$ cat src/rtl/tx_polyphase_shaper_if.sv
// Strobe/symbol inputs and shaped-sample outputs of the transmit polyphase shaper.
interface tx_polyphase_shaper_if #(
    parameter int WIDTH = 18
);
    logic                    sam_clk_en;
    logic                    sym_clk_en;
    logic [1:0]              sym_in;
    logic signed [WIDTH-1:0] y;
    logic                    y_valid;
    logic [1:0]              phase;

    modport master (output sam_clk_en, sym_clk_en, sym_in, input y, y_valid, phase);
    modport slave  (input sam_clk_en, sym_clk_en, sym_in, output y, y_valid, phase);
endinterface

$ cat src/rtl/tx_polyphase_shaper.sv
// 4-ASK pulse-shaping interpolator: x4 polyphase FIR, one output accumulated over
// four sys_clk cycles, TERMS multiplier-free products per cycle.
module tx_polyphase_shaper #(
    parameter int                    WIDTH  = 18,
    parameter int                    LENGTH = 101,
    parameter int                    SPS    = 4,
    parameter int                    ACCW   = 26,
    parameter int                    SHIFT  = 1,
    parameter logic [LENGTH*WIDTH-1:0] COEFFS = '0
) (
    input  logic                 sys_clk,
    input  logic                 reset_n,
    tx_polyphase_shaper_if.slave bus
);
    localparam int NSYM  = (LENGTH + SPS - 1) / SPS;
    localparam int TERMS = (NSYM + SPS - 1) / SPS;

    localparam logic signed [ACCW-1:0] Y_MAX = ACCW'((2 ** (WIDTH - 1)) - 1);
    localparam logic signed [ACCW-1:0] Y_MIN = ACCW'(-(2 ** (WIDTH - 1)));

    logic signed [2:0]       sd [NSYM];
    logic signed [ACCW-1:0]  acc_q;
    logic signed [ACCW-1:0]  partial;
    logic [1:0]              cnt_q;
    logic [1:0]              phase_q;
    logic signed [WIDTH-1:0] y_q;
    logic                    y_valid_q;

    function automatic logic signed [2:0] map_symbol(input logic [1:0] s);
        case (s)
            2'b00:   return -3'sd3;
            2'b01:   return -3'sd1;
            2'b10:   return 3'sd1;
            default: return 3'sd3;
        endcase
    endfunction

    function automatic int sym_index(input logic [1:0] c, input int i);
        return int'(c) * TERMS + i;
    endfunction

    function automatic int tap_index(input logic [1:0] c, input logic [1:0] p, input int i);
        return SPS * sym_index(c, i) + int'(p);
    endfunction

    function automatic logic signed [WIDTH-1:0] coef(input int tap);
        return $signed(COEFFS[tap*WIDTH +: WIDTH]);
    endfunction

    // Level times coefficient using only shift-and-add: |L| is 1 or 3.
    function automatic logic signed [ACCW-1:0] scale(input logic signed [2:0] lvl,
                                                     input logic signed [WIDTH-1:0] c);
        logic signed [ACCW-1:0] base;
        logic signed [ACCW-1:0] mag;
        base = ACCW'(c);
        mag  = (lvl == 3'sd3 || lvl == -3'sd3) ? (base <<< 1) + base : base;
        if (lvl == 3'sd0) return '0;
        return lvl[2] ? -mag : mag;
    endfunction

    function automatic logic signed [WIDTH-1:0] saturate(input logic signed [ACCW-1:0] v);
        logic signed [ACCW-1:0] s;
        s = v >>> SHIFT;
        if (s > Y_MAX) return WIDTH'(Y_MAX);
        if (s < Y_MIN) return WIDTH'(Y_MIN);
        return WIDTH'(s);
    endfunction

    always_comb begin
        // NOTE: default assigned first so no path leaves partial unassigned (no latch).
        partial = '0;
        for (int i = 0; i < TERMS; i++) begin
            if (sym_index(cnt_q, i) < NSYM && tap_index(cnt_q, phase_q, i) < LENGTH) begin
                partial = partial + scale(sd[sym_index(cnt_q, i)],
                                          coef(tap_index(cnt_q, phase_q, i)));
            end
        end
    end

    always_ff @(posedge sys_clk) begin
        if (!reset_n) begin
            // NOTE: the delay line is cleared too, so the first output sees an all-zero history.
            for (int k = 0; k < NSYM; k++) sd[k] <= '0;
            acc_q     <= '0;
            cnt_q     <= '0;
            phase_q   <= '0;
            y_q       <= '0;
            y_valid_q <= 1'b0;
        end else begin
            // NOTE: non-blocking so every sd[k] <= sd[k-1] reads the pre-edge value.
            y_valid_q <= bus.sam_clk_en;
            if (bus.sam_clk_en) begin
                y_q   <= saturate(acc_q + partial);
                acc_q <= '0;
                cnt_q <= '0;
                if (bus.sym_clk_en) begin
                    sd[0] <= map_symbol(bus.sym_in);
                    for (int k = 1; k < NSYM; k++) sd[k] <= sd[k-1];
                    phase_q <= '0;
                end else begin
                    phase_q <= phase_q + 2'd1;
                end
            end else begin
                acc_q <= acc_q + partial;
                if (cnt_q != 2'd3) cnt_q <= cnt_q + 2'd1;
            end
        end
    end

    assign bus.y       = y_q;
    assign bus.y_valid = y_valid_q;
    assign bus.phase   = phase_q;
endmodule

$ cat src/flat_wrapper.sv
// flat-port wrapper written by rule: the top's interface ports become plain ports
module tx_polyphase_shaper_flat 
#(
    parameter int                    WIDTH  = 18,
    parameter int                    LENGTH = 101,
    parameter int                    SPS    = 4,
    parameter int                    ACCW   = 26,
    parameter int                    SHIFT  = 1,
    parameter logic [LENGTH*WIDTH-1:0] COEFFS = '0
)
  (sys_clk, reset_n, bus_sam_clk_en, bus_sym_clk_en, bus_sym_in, bus_y, bus_y_valid, bus_phase);
  tx_polyphase_shaper_if #(.WIDTH(WIDTH)) bus_i ();
  input  logic sys_clk;
  input  logic reset_n;
  input wire logic [$bits(bus_i.sam_clk_en)-1:0] bus_sam_clk_en;
  input wire logic [$bits(bus_i.sym_clk_en)-1:0] bus_sym_clk_en;
  input wire logic [$bits(bus_i.sym_in)-1:0] bus_sym_in;
  output wire logic [$bits(bus_i.y)-1:0] bus_y;
  output wire logic [$bits(bus_i.y_valid)-1:0] bus_y_valid;
  output wire logic [$bits(bus_i.phase)-1:0] bus_phase;
  assign bus_i.sam_clk_en = bus_sam_clk_en;
  assign bus_i.sym_clk_en = bus_sym_clk_en;
  assign bus_i.sym_in = bus_sym_in;
  assign bus_y = bus_i.y;
  assign bus_y_valid = bus_i.y_valid;
  assign bus_phase = bus_i.phase;
  tx_polyphase_shaper #(.WIDTH(WIDTH), .LENGTH(LENGTH), .SPS(SPS), .ACCW(ACCW), .SHIFT(SHIFT), .COEFFS(COEFFS)) u_core (.sys_clk(sys_clk), .reset_n(reset_n), .bus(bus_i));
endmodule
$ cat config.mk
export PLATFORM = sky130hd
export DESIGN_NAME = tx_polyphase_shaper_flat
export DESIGN_NICKNAME = d
export VERILOG_FILES = /design/src/rtl/tx_polyphase_shaper_if.sv /design/src/rtl/tx_polyphase_shaper.sv /design/src/flat_wrapper.sv
export SDC_FILE = /design/constraint.sdc
export NUM_CORES = 1
export LEC_CHECK = 0
export CORE_AREA = 8 8 45 47
export CTS_CLUSTER_SIZE = 40
export DETAILED_ROUTE_END_ITERATION = 6
export DIE_AREA = 0 0 53 55
export GPL_TIMING_DRIVEN = 0
export PLACE_DENSITY = 0.58
export SKIP_LAST_GASP = 1
export SLEW_MARGIN = 20
export SYNTH_ARGS = -nofsm -noshare
export SYNTH_HDL_FRONTEND = slang
export SYNTH_SLANG_ARGS = --single-unit
export TNS_END_PERCENT = 50
$ cat constraint.sdc
create_clock -name sys_clk -period 1.1 [get_ports sys_clk]
set_input_delay 0.11 -clock sys_clk [delete_from_list [all_inputs] [get_ports sys_clk]]
set_output_delay 0.11 -clock sys_clk [all_outputs]
set_load 0.05 [all_outputs]
==> results of run 1 <==
[layout make-up]
cell class / instances / area (um2) / share of cell area [%]
buffer: 16 / 120 / 22.4
clock buffer: 4 / 26.3 / 4.91
inverter: 1 / 3.75 / 0.701
multi-input combinational: 10 / 73.8 / 13.8
sequential: 5 / 104 / 19.4
tap: 16 / 20.0 / 3.74
timing repair buffer: 24 / 188 / 35.0
[Yosys cell counts, drive strengths merged]
cell	n	area [um2]
o21a	1	7.51
dfxtp	5	100
buf	16	120
o22ai	1	6.26
or3b	1	8.76
inv	1	3.75
nand2	1	3.75
and2	1	6.26
nor3b	2	15.0
nand4bb	1	11.3
a21oi	1	8.76
nand2b	1	6.26
[worst max path at each step]
stage / start / end / slack, ps / cells after the start
floorplan: u_core.bus.phase[0] / u_core.bus.phase[0] / 7 / 2
global placement: u_core.bus.y[4] / bus_y[13] / -450 / 2
detailed placement: u_core.bus.y[4] / bus_y[10] / -450 / 2
CTS: u_core.bus.y[17] / bus_y[17] / -100 / 1
global route: u_core.bus.phase[0] / bus_phase[0] / -80 / 1
finish: u_core.bus.phase[0] / bus_phase[0] / -40 / 1
[registers in the layout, summed over array words and instances (netlist names)]
register / count
u_core.bus.phase: 2
u_core.bus.y: 2
u_core.bus.y_valid: 1
[power breakdown]
group	internal, mW	switching (mW)
combinational	0.0217	0.0294
clock	0.137	0.0714
sequential	0.184	0.00346
[cell families after synthesis]
group	share of synthesized area, %
AOI/OAI and AO/OA	7.57
buffers and inverters	41.6
DFF	33.6
and+or+nand+nor	17.2
[routing by layer]
metal / track usage [%] / vias to the layer above
met5: 0 / -
met4: 3.88 / 0
met3: 4.28 / 0
met2: 5.86 / 22
met1: 5.77 / 102
li1: - / 146
[tightest hold or removal path, delay by kind of cell, from the launching register on]
kind	cells	cell delay [ps]
flops	1	310
simple gates	1	60
compound gates	1	50
[stage by stage]
step,cells,power [mW],cell area [um2],setup slack (ps),util [%]
5_1_grt,76,0.472,536,-76.9,38.7
3_3_place_gp,72,0.247,559,-448,40.4
2_1_floorplan,32,0.222,299,6.67,-
4_1_cts,76,0.459,533,-95.8,38.5
6_report,76,0.447,536,-36.7,38.7
3_5_place_dp,72,0.247,559,-455,40.4
==> metrics.cfg, run 1 <==
[global_routing]
overflow = 0
antenna_found_initial = 0
grt_pass1_vias = 248
grt_max_degree = 19
grt_pass1_wl_um = 1060
grtUsageTotal_pct = 5.08

[worst_setup_path]
crit_path_top_delay_cell = clkdlybuf4s15_2
max_stage_delay_ps = 400
path_cells = clkdlybuf4s15_2
path_delay_family = buffers and inverters
r2r-start = u_core.bus.phase[0]
path_buf_inv = 1
cp_max_fo = 5
start_kind = register
worstPathRequired_ps = 990
regToRegSetupSlack_ps = 200
reg2reg_depth = 2
arrival_ps = 1030
end_kind = primary output
crit_type = register to primary output
worst_r2r_endpoint = u_core.bus.phase[0]

[synth]
seq_area_frac_synth_pct = 33.6
synth_nets = 38
synthCells = 32
synth.avg_cell_area_um2 = 9.31
syn-cell-area_um2 = 298
synthDistinctLibCells = 12
yosysWarnings = 0
ys_seq_elements = 5

[clocking]
cts-root-buf = clkbuf_4
cts_setup_buffers = 0
cts_tree = done
htreeDepth = 1
worstSkewPairLatency_ps = 240
numCtsBuffers = 3
cts.repair.resized = 102
cts_buffer_depth = 2
numClockSinks = 5
clkSlewWorstSetupHoldPaths_ps = 40
cts_hold_buf = 0

[floorplanning]
die_w_um = 53
initial_core_util_pct = 21.5
core-area_mm2 = 0.00138
rows = 14
dieHeight_um = 55
ioPinCount = 27
die-area_mm2 = 0.00292

[routing]
ant_nets = 0
firstDrtPassIters = 2
detail_route.vias_per_cell = 3.55
drtIter0Drc = 2
wl_met3_um = 128
met2_length_um = 227
route.vias.total = 270
highest_layer = met3
routed_wl_um = 728
drc = 0
wl_per_cell_um = 9.58
drt-met1-wl_um = 371

[power_and_ir_drop]
pwr_density_cell_mw_per_mm2 = 835
ir_worst_vdd_mv = 0.324
leakage_nw = 0.282

[min_path]
holdPathEnd = u_core.bus.phase[1]
min-delay-start = u_core.bus.phase[1]
holdCritPathClass = register to register
hold-path-cell-count = 2

[timing]
worst_slack_ps = -36.7
finalCritPeriodShare_pct = 103
finalMaxSlewViolations = 0
setup_violations = 8
finalCriticalPeriod_ps = 1140
skew_ps = 1.83
fin_tns_setup_ps = -144
max_freq_ghz = 0.880
slew_headroom_pct = 80.6
timing.hold.ws_ps = 471
finalHoldViolations = 0
worstMarginPinSlew_ps = 292
rsz0062_at_grt = true

[cells_and_area]
antenna-diode-count = 0
layout.nets = 67
synthToLayoutAreaGrowth_pct = 79.8
final_common_cell = buf_4
fill_cells = 160
final_cell_mix = buf_4 (25), clkbuf_4 (10), dfxtp_1 (4)
drive_gt1_share_pct = 70.0

[run_status]
violations = setup timing
status = finished, violations left

[placement]
portBuffers = 24
place_congestion = 0.720

[flow_run]
maxCapViolations = 0

(Power assumes the default switching activity.)
==> run 2: changes to the inputs <==
--- a/config.mk
+++ b/config.mk
@@ -5,12 +5,15 @@
 export SDC_FILE = /design/constraint.sdc
 export NUM_CORES = 1
 export LEC_CHECK = 0
-export CORE_AREA = 8 8 45 47
+export CELL_PAD_IN_SITES_DETAIL_PLACEMENT = 0
+export CELL_PAD_IN_SITES_GLOBAL_PLACEMENT = 1
+export CORE_MARGIN = 2
+export CORE_UTILIZATION = 18
+export CTS_BUF_LIST = sky130_fd_sc_hd__clkbuf_8
 export CTS_CLUSTER_SIZE = 40
 export DETAILED_ROUTE_END_ITERATION = 6
-export DIE_AREA = 0 0 53 55
 export GPL_TIMING_DRIVEN = 0
-export PLACE_DENSITY = 0.58
+export PLACE_DENSITY = 0.69
 export SKIP_LAST_GASP = 1
 export SLEW_MARGIN = 20
 export SYNTH_ARGS = -nofsm -noshare
==> run 2 against run 1 <==
Effect of this change:
- the flow still finishes with violations (setup timing)
- cell count did not move
- fmax rose by 3.0%
- design area rose by 3.5%
- clock power rose by 58%
- clock skew fell by 1.7 ps
- first-iteration DRC count fell by 50%
- register-to-register slack barely moved
- non-clock buffer count did not move
==> metrics.cfg, run 2 (synthesis results as in run 1) <==
[run_status]
status = finished, violations left
violations = setup timing

[power_and_ir_drop]
ir_worst_vdd_mv = 0.469  ; +45%
pwr_density_cell_mw_per_mm2 = 1030  ; +23%
total_power_mw = 0.568  ; +27%
leakage_nw = 0.294  ; +4.2%

[global_routing]
grt_pass1_vias = 210  ; -15%
antenna_found_initial = 0  ; unchanged
grtUsageTotal_pct = 6.67  ; +1.6 points
grt_pass1_wl_um = 890  ; -16%
overflow = 0  ; unchanged
grt_max_degree = 19  ; unchanged

[clocking]
cts-root-buf = clkbuf_8
cts_setup_buffers = 0  ; unchanged
cts_tree = done
numCtsBuffers = 3  ; unchanged
worstSkewPairLatency_ps = 220  ; -20 ps
cts_buffer_depth = 2  ; unchanged
htreeDepth = 1  ; unchanged
cts.repair.resized = 102  ; unchanged
clkSlewWorstSetupHoldPaths_ps = 40  ; about the same
numClockSinks = 5  ; unchanged
cts_hold_buf = 0  ; unchanged

[timing]
finalCriticalPeriod_ps = 1100  ; -33.5 ps
finalCritPeriodShare_pct = 100  ; -3.0 points
setup_violations = 2  ; -6
finalMaxSlewViolations = 0  ; unchanged
worst_slack_ps = -3.16  ; +33.5 ps
fin_tns_setup_ps = -3.88  ; +140 ps
skew_ps = 0.130  ; -1.70 ps
finalHoldViolations = 0  ; unchanged
max_freq_ghz = 0.906  ; +3.0%
timing.hold.ws_ps = 472  ; +1.18 ps
slew_headroom_pct = 81.4  ; +0.73 points
rsz0062_at_grt = true
worstMarginPinSlew_ps = 281  ; -10.9 ps

[worst_setup_path]
r2r-start = u_core.bus.phase[0]
crit_type = register to primary output
crit_start = u_core.bus.phase[0]
cp_max_fo = 5  ; unchanged
crit_path_top_delay_cell = clkdlybuf4s15_2
arrival_ps = 990  ; -40 ps
start_kind = register
path_cells = clkdlybuf4s15_2
end_kind = primary output
crit_cells = 1  ; unchanged
max_stage_delay_ps = 390  ; about the same
worstPathRequired_ps = 990  ; about the same
path_buf_inv = 1  ; unchanged
path_delay_family = buffers and inverters
reg2reg_depth = 2  ; unchanged

[floorplanning]
ioPinCount = 27  ; unchanged
die_w_um = 44.7  ; -16%
die-area_mm2 = 0.00200  ; -32%
initial_core_util_pct = 19.5  ; -2.0 points
core-area_mm2 = 0.00152  ; +10%
rows = 14  ; unchanged
dieHeight_um = 44.7  ; -19%

[cells_and_area]
final_cell_mix = buf_4 (25), clkbuf_4 (7), dfxtp_1 (4)
layout.nets = 67  ; unchanged
synthToLayoutAreaGrowth_pct = 86.1
final_util_pct = 36.4  ; -2.3 points
drive_gt1_share_pct = 70.0  ; unchanged
final_common_cell = buf_4
fill_cells = 176  ; +10%
antenna-diode-count = 0  ; unchanged
final_area_um2 = 554  ; +3.5%

[routing]
detail_route.vias_per_cell = 3.61  ; +1.5%
routed_wl_um = 637  ; -13%
route.vias.total = 274  ; +1.5%
ant_nets = 0  ; unchanged
drc = 0  ; unchanged
wl_per_cell_um = 8.38  ; -13%
firstDrtPassIters = 4  ; +2
drtIter0Drc = 1  ; -1

[placement]
place_congestion = 0.594  ; -18%
placed_area_um2 = 559  ; unchanged
portBuffers = 24  ; unchanged
hpwl_um = 485

[min_path]
hold-path-cell-count = 1  ; -1
min-delay-start = u_core.bus.y[17]
holdCritPathClass = register to register

[flow_run]
maxCapViolations = 0  ; unchanged

-- run 2: cell count changes in the layout (fill, tap and decap cells not counted), sizes merged --
cell,change
inv,+1
clkbuf,-1
-- run 2: layout make-up --
class | instances | area, um2 | share of cell area (%)
Inverter | 1 | 3.75 | 0.677
Multi-Input combinational cell | 10 | 73.8 | 13.3
Timing Repair Buffer | 24 | 188 | 33.9
Tap cell | 16 | 20.0 | 3.61
Clock buffer | 3 | 41.3 | 7.45
Buffer | 16 | 120 | 21.7
Clock inverter | 1 | 3.75 | 0.677
Sequential cell | 5 | 104 | 18.7
-- run 2: through the flow --
step                      setup WS (ps)  cells
after global routing              -57.2     76
after CTS                         -64.3     76
after detailed placement           -450     72
after global placement             -440     72
final                             -3.16     76
after floorplan                    6.67     32
-- run 2: final timing paths --
check	slack [ps]	to
worst max-delay path	-3	bus_phase[0]
worst min-delay path	470	u_core.bus.y[17]
worst max register to register	200	u_core.bus.phase[0]
worst min register to register	470	u_core.bus.y[17]
-- run 2: layer usage --
layer,routed length (um),up-vias,global-route usage [%],share of wire (%)
li1,-,144,-,-
met1,229,104,6.36,36
met2,248,24,8.99,39
met3,144,2,3.27,23
met4,15,0,9.09,2.4
met5,0,-,0,0
-- run 2: power breakdown --
| part | internal, mW | leakage (nW) | switching (mW) | total, mW |
|---|---|---|---|---|
| clock network | 0.239 | 0.0269 | 0.0895 | 0.329 |
| logic | 0.0217 | 0.226 | 0.0297 | 0.0514 |
| registers | 0.185 | 0.0416 | 0.00337 | 0.188 |
| total | 0.446 | 0.294 | 0.123 | 0.568 |
